`src/rtl/drive_cmd_tx.sv`:
```
// -----------------------------------------------------------------------------
// drive_cmd_tx
//   Sends 4-byte drive-command frames over a UART line (8N1, idle high,
//   LSB first):
//     B0 = 0xA5 sync, B1 = {state, cam_state, drive_state} snapshot,
//     B2 = seq, B3 = B0 ^ B1 ^ B2.
//   A frame starts when any of these holds: an update pulse, a pending
//   request, a command that differs from the last-sent snapshot, or the
//   refresh interval running out. Requests that arrive while a frame is on
//   the line are folded into a single follow-on frame.
//
// Parameters
//   CLKS_PER_BIT   clk_50 cycles per UART bit
//   REFRESH_CYCLES maximum clk_50 cycles between frame starts
//
// Ports
//   clk_50       in   system clock, rising edge
//   reset_n      in   asynchronous active-low reset
//   state        in   [1:0] top-level mode (IDLE/CAM/IR)
//   cam_state    in   [1:0] CAM sub-state
//   drive_state  in   [3:0] drive command code
//   update       in   single-cycle send request
//   uart_tx      out  serial line
//   busy         out  high while a frame is on the line
//   seq          out  [7:0] sequence number of the next frame
// -----------------------------------------------------------------------------
module drive_cmd_tx #(
  parameter int CLKS_PER_BIT   = 434,
  parameter int REFRESH_CYCLES = 2500000
) (
  input  logic       clk_50,
  input  logic       reset_n,
  input  logic [1:0] state,
  input  logic [1:0] cam_state,
  input  logic [3:0] drive_state,
  input  logic       update,
  output logic       uart_tx,
  output logic       busy,
  output logic [7:0] seq
);

  localparam int BW = (CLKS_PER_BIT > 1)   ? $clog2(CLKS_PER_BIT)   : 1;
  localparam int RW = (REFRESH_CYCLES > 1) ? $clog2(REFRESH_CYCLES) : 1;

  localparam logic [BW-1:0] BAUD_LAST    = BW'(CLKS_PER_BIT - 1);
  localparam logic [RW-1:0] REFRESH_LAST = RW'(REFRESH_CYCLES - 1);
  localparam logic [7:0]    SYNC_BYTE    = 8'hA5;

  typedef enum logic [1:0] {
    TX_IDLE,
    TX_START,
    TX_DATA,
    TX_STOP
  } tx_state_e;

  tx_state_e   tx_state_q;
  logic [1:0]  byte_idx_q;
  logic [2:0]  bit_idx_q;
  logic [BW-1:0] baud_cnt_q;
  logic [7:0]  shift_q;
  logic [7:0]  snap_q;
  logic [7:0]  seq_q;
  logic        pending_q;
  logic [RW-1:0] refresh_q;
  logic        uart_tx_q;
  logic        busy_q;

  logic [7:0]  cmd;
  logic        cmd_changed;
  logic        refresh_due;
  logic        trigger;
  logic        baud_done;
  logic [7:0]  byte_val;

  assign cmd         = {state, cam_state, drive_state};
  assign cmd_changed = (cmd != snap_q);
  assign refresh_due = (refresh_q == REFRESH_LAST);
  assign trigger     = update | pending_q | cmd_changed | refresh_due;
  assign baud_done   = (baud_cnt_q == BAUD_LAST);

  // Byte currently being serialised; snap_q and seq_q are stable for the
  // whole frame, so the checksum is consistent with B1 and B2 on the line.
  // NOTE: every signal assigned in always_comb gets a value on every path
  // (here via the default first) so no latch is inferred.
  always_comb begin
    byte_val = SYNC_BYTE;
    case (byte_idx_q)
      2'd0: byte_val = SYNC_BYTE;
      2'd1: byte_val = snap_q;
      2'd2: byte_val = seq_q;
      2'd3: byte_val = SYNC_BYTE ^ snap_q ^ seq_q;
      default: byte_val = SYNC_BYTE;
    endcase
  end

  // NOTE: sequential state uses non-blocking assignments only, so every
  // right-hand side below reads the value from before this clock edge.
  always_ff @(posedge clk_50 or negedge reset_n) begin
    if (!reset_n) begin
      tx_state_q <= TX_IDLE;
      byte_idx_q <= 2'd0;
      bit_idx_q  <= 3'd0;
      baud_cnt_q <= '0;
      shift_q    <= 8'h00;
      snap_q     <= 8'h00;
      seq_q      <= 8'h00;
      pending_q  <= 1'b1;   // forces a frame on the first edge after reset
      refresh_q  <= '0;
      uart_tx_q  <= 1'b1;
      busy_q     <= 1'b0;
    end else begin
      // Refresh counter runs freely and saturates; a frame start clears it.
      if (!refresh_due) begin
        refresh_q <= refresh_q + 1'b1;
      end

      // Requests seen while the line is busy collapse into one pending flag.
      if (tx_state_q != TX_IDLE && (update || cmd_changed)) begin
        pending_q <= 1'b1;
      end

      case (tx_state_q)
        TX_IDLE: begin
          uart_tx_q <= 1'b1;
          busy_q    <= 1'b0;
          if (trigger) begin
            snap_q     <= cmd;
            pending_q  <= 1'b0;
            refresh_q  <= '0;
            byte_idx_q <= 2'd0;
            baud_cnt_q <= '0;
            uart_tx_q  <= 1'b0;
            busy_q     <= 1'b1;
            tx_state_q <= TX_START;
          end
        end

        TX_START: begin
          if (baud_done) begin
            baud_cnt_q <= '0;
            bit_idx_q  <= 3'd0;
            uart_tx_q  <= byte_val[0];
            shift_q    <= {1'b0, byte_val[7:1]};
            tx_state_q <= TX_DATA;
          end else begin
            baud_cnt_q <= baud_cnt_q + 1'b1;
          end
        end

        TX_DATA: begin
          if (baud_done) begin
            baud_cnt_q <= '0;
            if (bit_idx_q == 3'd7) begin
              uart_tx_q  <= 1'b1;
              tx_state_q <= TX_STOP;
            end else begin
              bit_idx_q <= bit_idx_q + 3'd1;
              uart_tx_q <= shift_q[0];
              shift_q   <= {1'b0, shift_q[7:1]};
            end
          end else begin
            baud_cnt_q <= baud_cnt_q + 1'b1;
          end
        end

        TX_STOP: begin
          if (baud_done) begin
            baud_cnt_q <= '0;
            if (byte_idx_q == 2'd3) begin
              // Back to idle for one cycle; a pending request restarts on
              // the next edge.
              seq_q      <= seq_q + 8'd1;
              busy_q     <= 1'b0;
              tx_state_q <= TX_IDLE;
            end else begin
              byte_idx_q <= byte_idx_q + 2'd1;
              uart_tx_q  <= 1'b0;
              tx_state_q <= TX_START;
            end
          end else begin
            baud_cnt_q <= baud_cnt_q + 1'b1;
          end
        end

        default: tx_state_q <= TX_IDLE;
      endcase
    end
  end

  assign uart_tx = uart_tx_q;
  assign busy    = busy_q;
  assign seq     = seq_q;

endmodule

```
`config.mk`:
```
export PLATFORM = sky130hd
export DESIGN_NAME = drive_cmd_tx
export DESIGN_NICKNAME = d
export VERILOG_FILES = /design/src/rtl/drive_cmd_tx.sv
export SDC_FILE = /design/constraint.sdc
export NUM_CORES = 1
export LEC_CHECK = 0
export ABC_AREA = 1
export CELL_PAD_IN_SITES_DETAIL_PLACEMENT = 1
export CELL_PAD_IN_SITES_GLOBAL_PLACEMENT = 2
export CORE_UTILIZATION = 38
export DETAILED_ROUTE_END_ITERATION = 8
export GPL_ROUTABILITY_DRIVEN = 0
export MAX_ROUTING_LAYER = met4
export PLACE_DENSITY = 0.88
export SYNTH_ARGS = -nofsm -noshare
export SYNTH_HDL_FRONTEND = slang
export SYNTH_SLANG_ARGS = --single-unit
```
`constraint.sdc`:
```
create_clock -name clk_50 -period 2.6 [get_ports clk_50]
set_clock_uncertainty 0.05 [all_clocks]
set_input_delay 0.39 -clock clk_50 [delete_from_list [all_inputs] [get_ports clk_50]]
set_output_delay 0.39 -clock clk_50 [all_outputs]
set_load 0.01 [all_outputs]
```
==> results.cfg <==
[final_layout]
syn_to_final_growth_pct = 13.89
fin_area_mm2 = 0.004289
final_util_pct = 45.55
final_nets = 536
fillers = 1184
drive_above_1_share_pct = 8.560
multi_input_area_mm2 = 0.001841
num_antenna_cells = 0
seqCellArea_mm2 = 0.001604

[timing]
max_freq_mhz = 468.7
slew_headroom_pct = 63.09
tightest_slew_ns = 0.5495
setup_viol = 0
maxSlewViolCount = 0
fin_crit_ns = 2.134
tns_ns = 0
rsz0062_at_grt = false
fin_hold_ws_ns = 0.4187
fin_crit_sh_pct = 82.07
finalHoldViolCount = 0

[route]
routed_wl_um = 9406
antenna_left = 0
first_pass_iters = 4
drt-initial-drc-count = 109
via_per_inst = 5.037
drc = 0
wire_per_inst_um = 14.63
via_count = 3239

[global_route]
grt_pass1_wl_um = 15990
grt_pass1_vias = 3316
grt_overflow_total = 0
antenna_found_initial = 0
track_usage_pct = 20.79
grt_max_degree = 46

[floorplanning]
start_util_pct = 40.00
core_mm2 = 0.009415
die_area_mm2 = 0.01031
fp.dieW_um = 101.6
ioPinCount = 21
rows = 35
die_h_um = 101.6

[synth]
syn-num-nets = 509
synthAdderAreaFrac_pct = 4.983
synthTopCellsByCount = 130 x nand2_1, 66 x inv_1, 62 x dfrtp_1
synth.top_cell.area_share_pct = 41.20
synth-edff-count = 0
synthArstFlopShare_pct = 100.0
synth_top_family_by_area = simple AND/OR/NAND/NOR gates
synth-simple-area-share_pct = 25.45
yosysWarnings = 0
synthTopCellsByArea = dfrtp_1 41%, nand2_1 13%, inv_1 6.6%, ha_1 5.0%, nor2_1 3.9%
yosysSeqAreaShare_pct = 42.59
netlist_instances = 483
synth_compound_area_share_pct = 14.49
syn_area_per_cell_um2 = 7.797
synth_area_mm2 = 0.003766
synth_mux_area_share_pct = 0
yosysTopAreaCell = dfrtp_1
synth_seq_cells = 64
synth-xor-area-share_pct = 3.953
synth_flop_cell = dfrtp_1
post_synth_num_cell_types = 40
yosysMostFrequentCell = nand2_1

[hold_path]
hold_path_class = flip-flop to flip-flop

[worst_setup_path]
path_max_fanout = 13
critPathCaptureType = flip-flop
path_cells = ha_1, nand2_2, inv_1, nand2_2, nor2_1, nand3_2, nand4_1, buf_4, nand2_1, nand2_1, o21ai_0
crit_family = simple AND/OR/NAND/NOR gates
cp.arrival_ns = 2.30
worstPathRequired_ns = 2.76
critPathKind = flip-flop to flip-flop
crit_path_max_incr_delay_ns = 0.39
crit_buf_inv = 2
cp_slowest_cell = dfrtp_1
worstSetupStartpointType = flip-flop

[clock_tree]
clk_path_buf_depth = 2
post_cts_buffers = 0
clkTransAtPathRegs_ns = 0.07
clock-sinks = 64
clock_latency_ns = 0.34
cts_root_buf = clkbuf_8
htree_levels = 3
cts_tree = done
numCtsBuffers = 9

[place]
portBuffers = 20
dp_hpwl_um = 6955
place_area_mm2 = 0.004106

[power]
p_leak_nw = 1.955
finalPower_mw = 3.278
cellPowerDensity_mw_per_mm2 = 764.2
ir_worst_vdd_mv = 0.3048

[run_status]
outcome = finished, final reports clean

[flow_run]
max-cap-violations = 0
## final timing paths
kind,from,depth (start not counted),endpoint,slack (ns)
worst max-delay path,refresh_q[0],11,tx_state_q[0],0.47
worst min-delay path,uart_tx,2,uart_tx,0.42
worst max register to register,refresh_q[0],11,tx_state_q[0],0.47
worst min register to register,uart_tx,2,uart_tx,0.42
max in group asynchronous,reset_n,3,uart_tx,1.31
min in group asynchronous,reset_n,2,snap_q[3],0.50
## through the flow
step | instances | setup slack, ns
finish | 643 | 0.4663
global route | 643 | 0.3094
CTS | 643 | 0.4801
detailed placement | 627 | 0.3877
global placement | 627 | 0.4643
floorplan | 483 | 0.8510
## worst register-to-register path: cells and delay by family, from the launching register on
kind,cells,cell delay (ns)
adders and majority gates,1,0.23
DFF,1,0.39
buffers and inverters,2,0.30
AOI/OAI and AO/OA,1,0.08
and+or+nand+nor,7,0.96
## placed cells by master (no fill, tap or decap), types with 8 or more instances in the layout
cell,n
nand3_1,17
nor2_1,39
clkdlybuf4s50_1,19
o21ai_2,8
inv_1,66
a21oi_1,29
nor3_1,11
nand2_1,130
o22ai_1,8
o21ai_0,21
clkbuf_8,11
dfrtp_1,62
xor2_1,12
ha_1,15
## cell type report
type | instances | area share (%)
Sequential cell | 64 | 37.40
Clock inverter | 3 | 0.4084
Timing Repair Buffer | 27 | 6.126
Inverter | 66 | 5.776
Multi-Input combinational cell | 342 | 42.91
Clock buffer | 12 | 3.617
Tap cell | 129 | 3.763
## cell families after synthesis
group,after synthesis
AOI/OAI and AO/OA,88
DFF,64
xor gates and xnor gates,17
and+or+nand+nor,222
adders and majority gates,15
buffers and inverters,77
## state kept, by name, summed over array words and instances, names as in the netlist
name and flops:
baud_cnt_q 9, bit_idx_q 3, busy 1, byte_idx_q 2, pending_q 1, refresh_q 22, seq 8, shift_q 7
snap_q 8, tx_state_q 2, uart_tx 1
## report_power, final
| group | total, mW | internal, mW | switching (mW) |
|---|---|---|---|
| combinational | 1.20 | 0.425 | 0.774 |
| clock | 0.777 | 0.390 | 0.387 |
| sequential | 1.30 | 1.16 | 0.145 |
| total | 3.28 | 1.97 | 1.31 |
## metal layers
layer,GRT usage (%),vias to the layer above,routed length [um]
met1,25.68,1582,4525
met3,3.520,7,212
li1,-,1622,-
met5,-,-,0
met4,6.020,0,76
met2,34.88,28,4591
## timing repair
| item | CTS | global route |
|---|---|---|
| hold buffers | 1 | 0 |
| resized for setup | 0 | 0 |
| endpoints found under the hold margin | 19 | 0 |
Power figures use the tool's default switching activity.
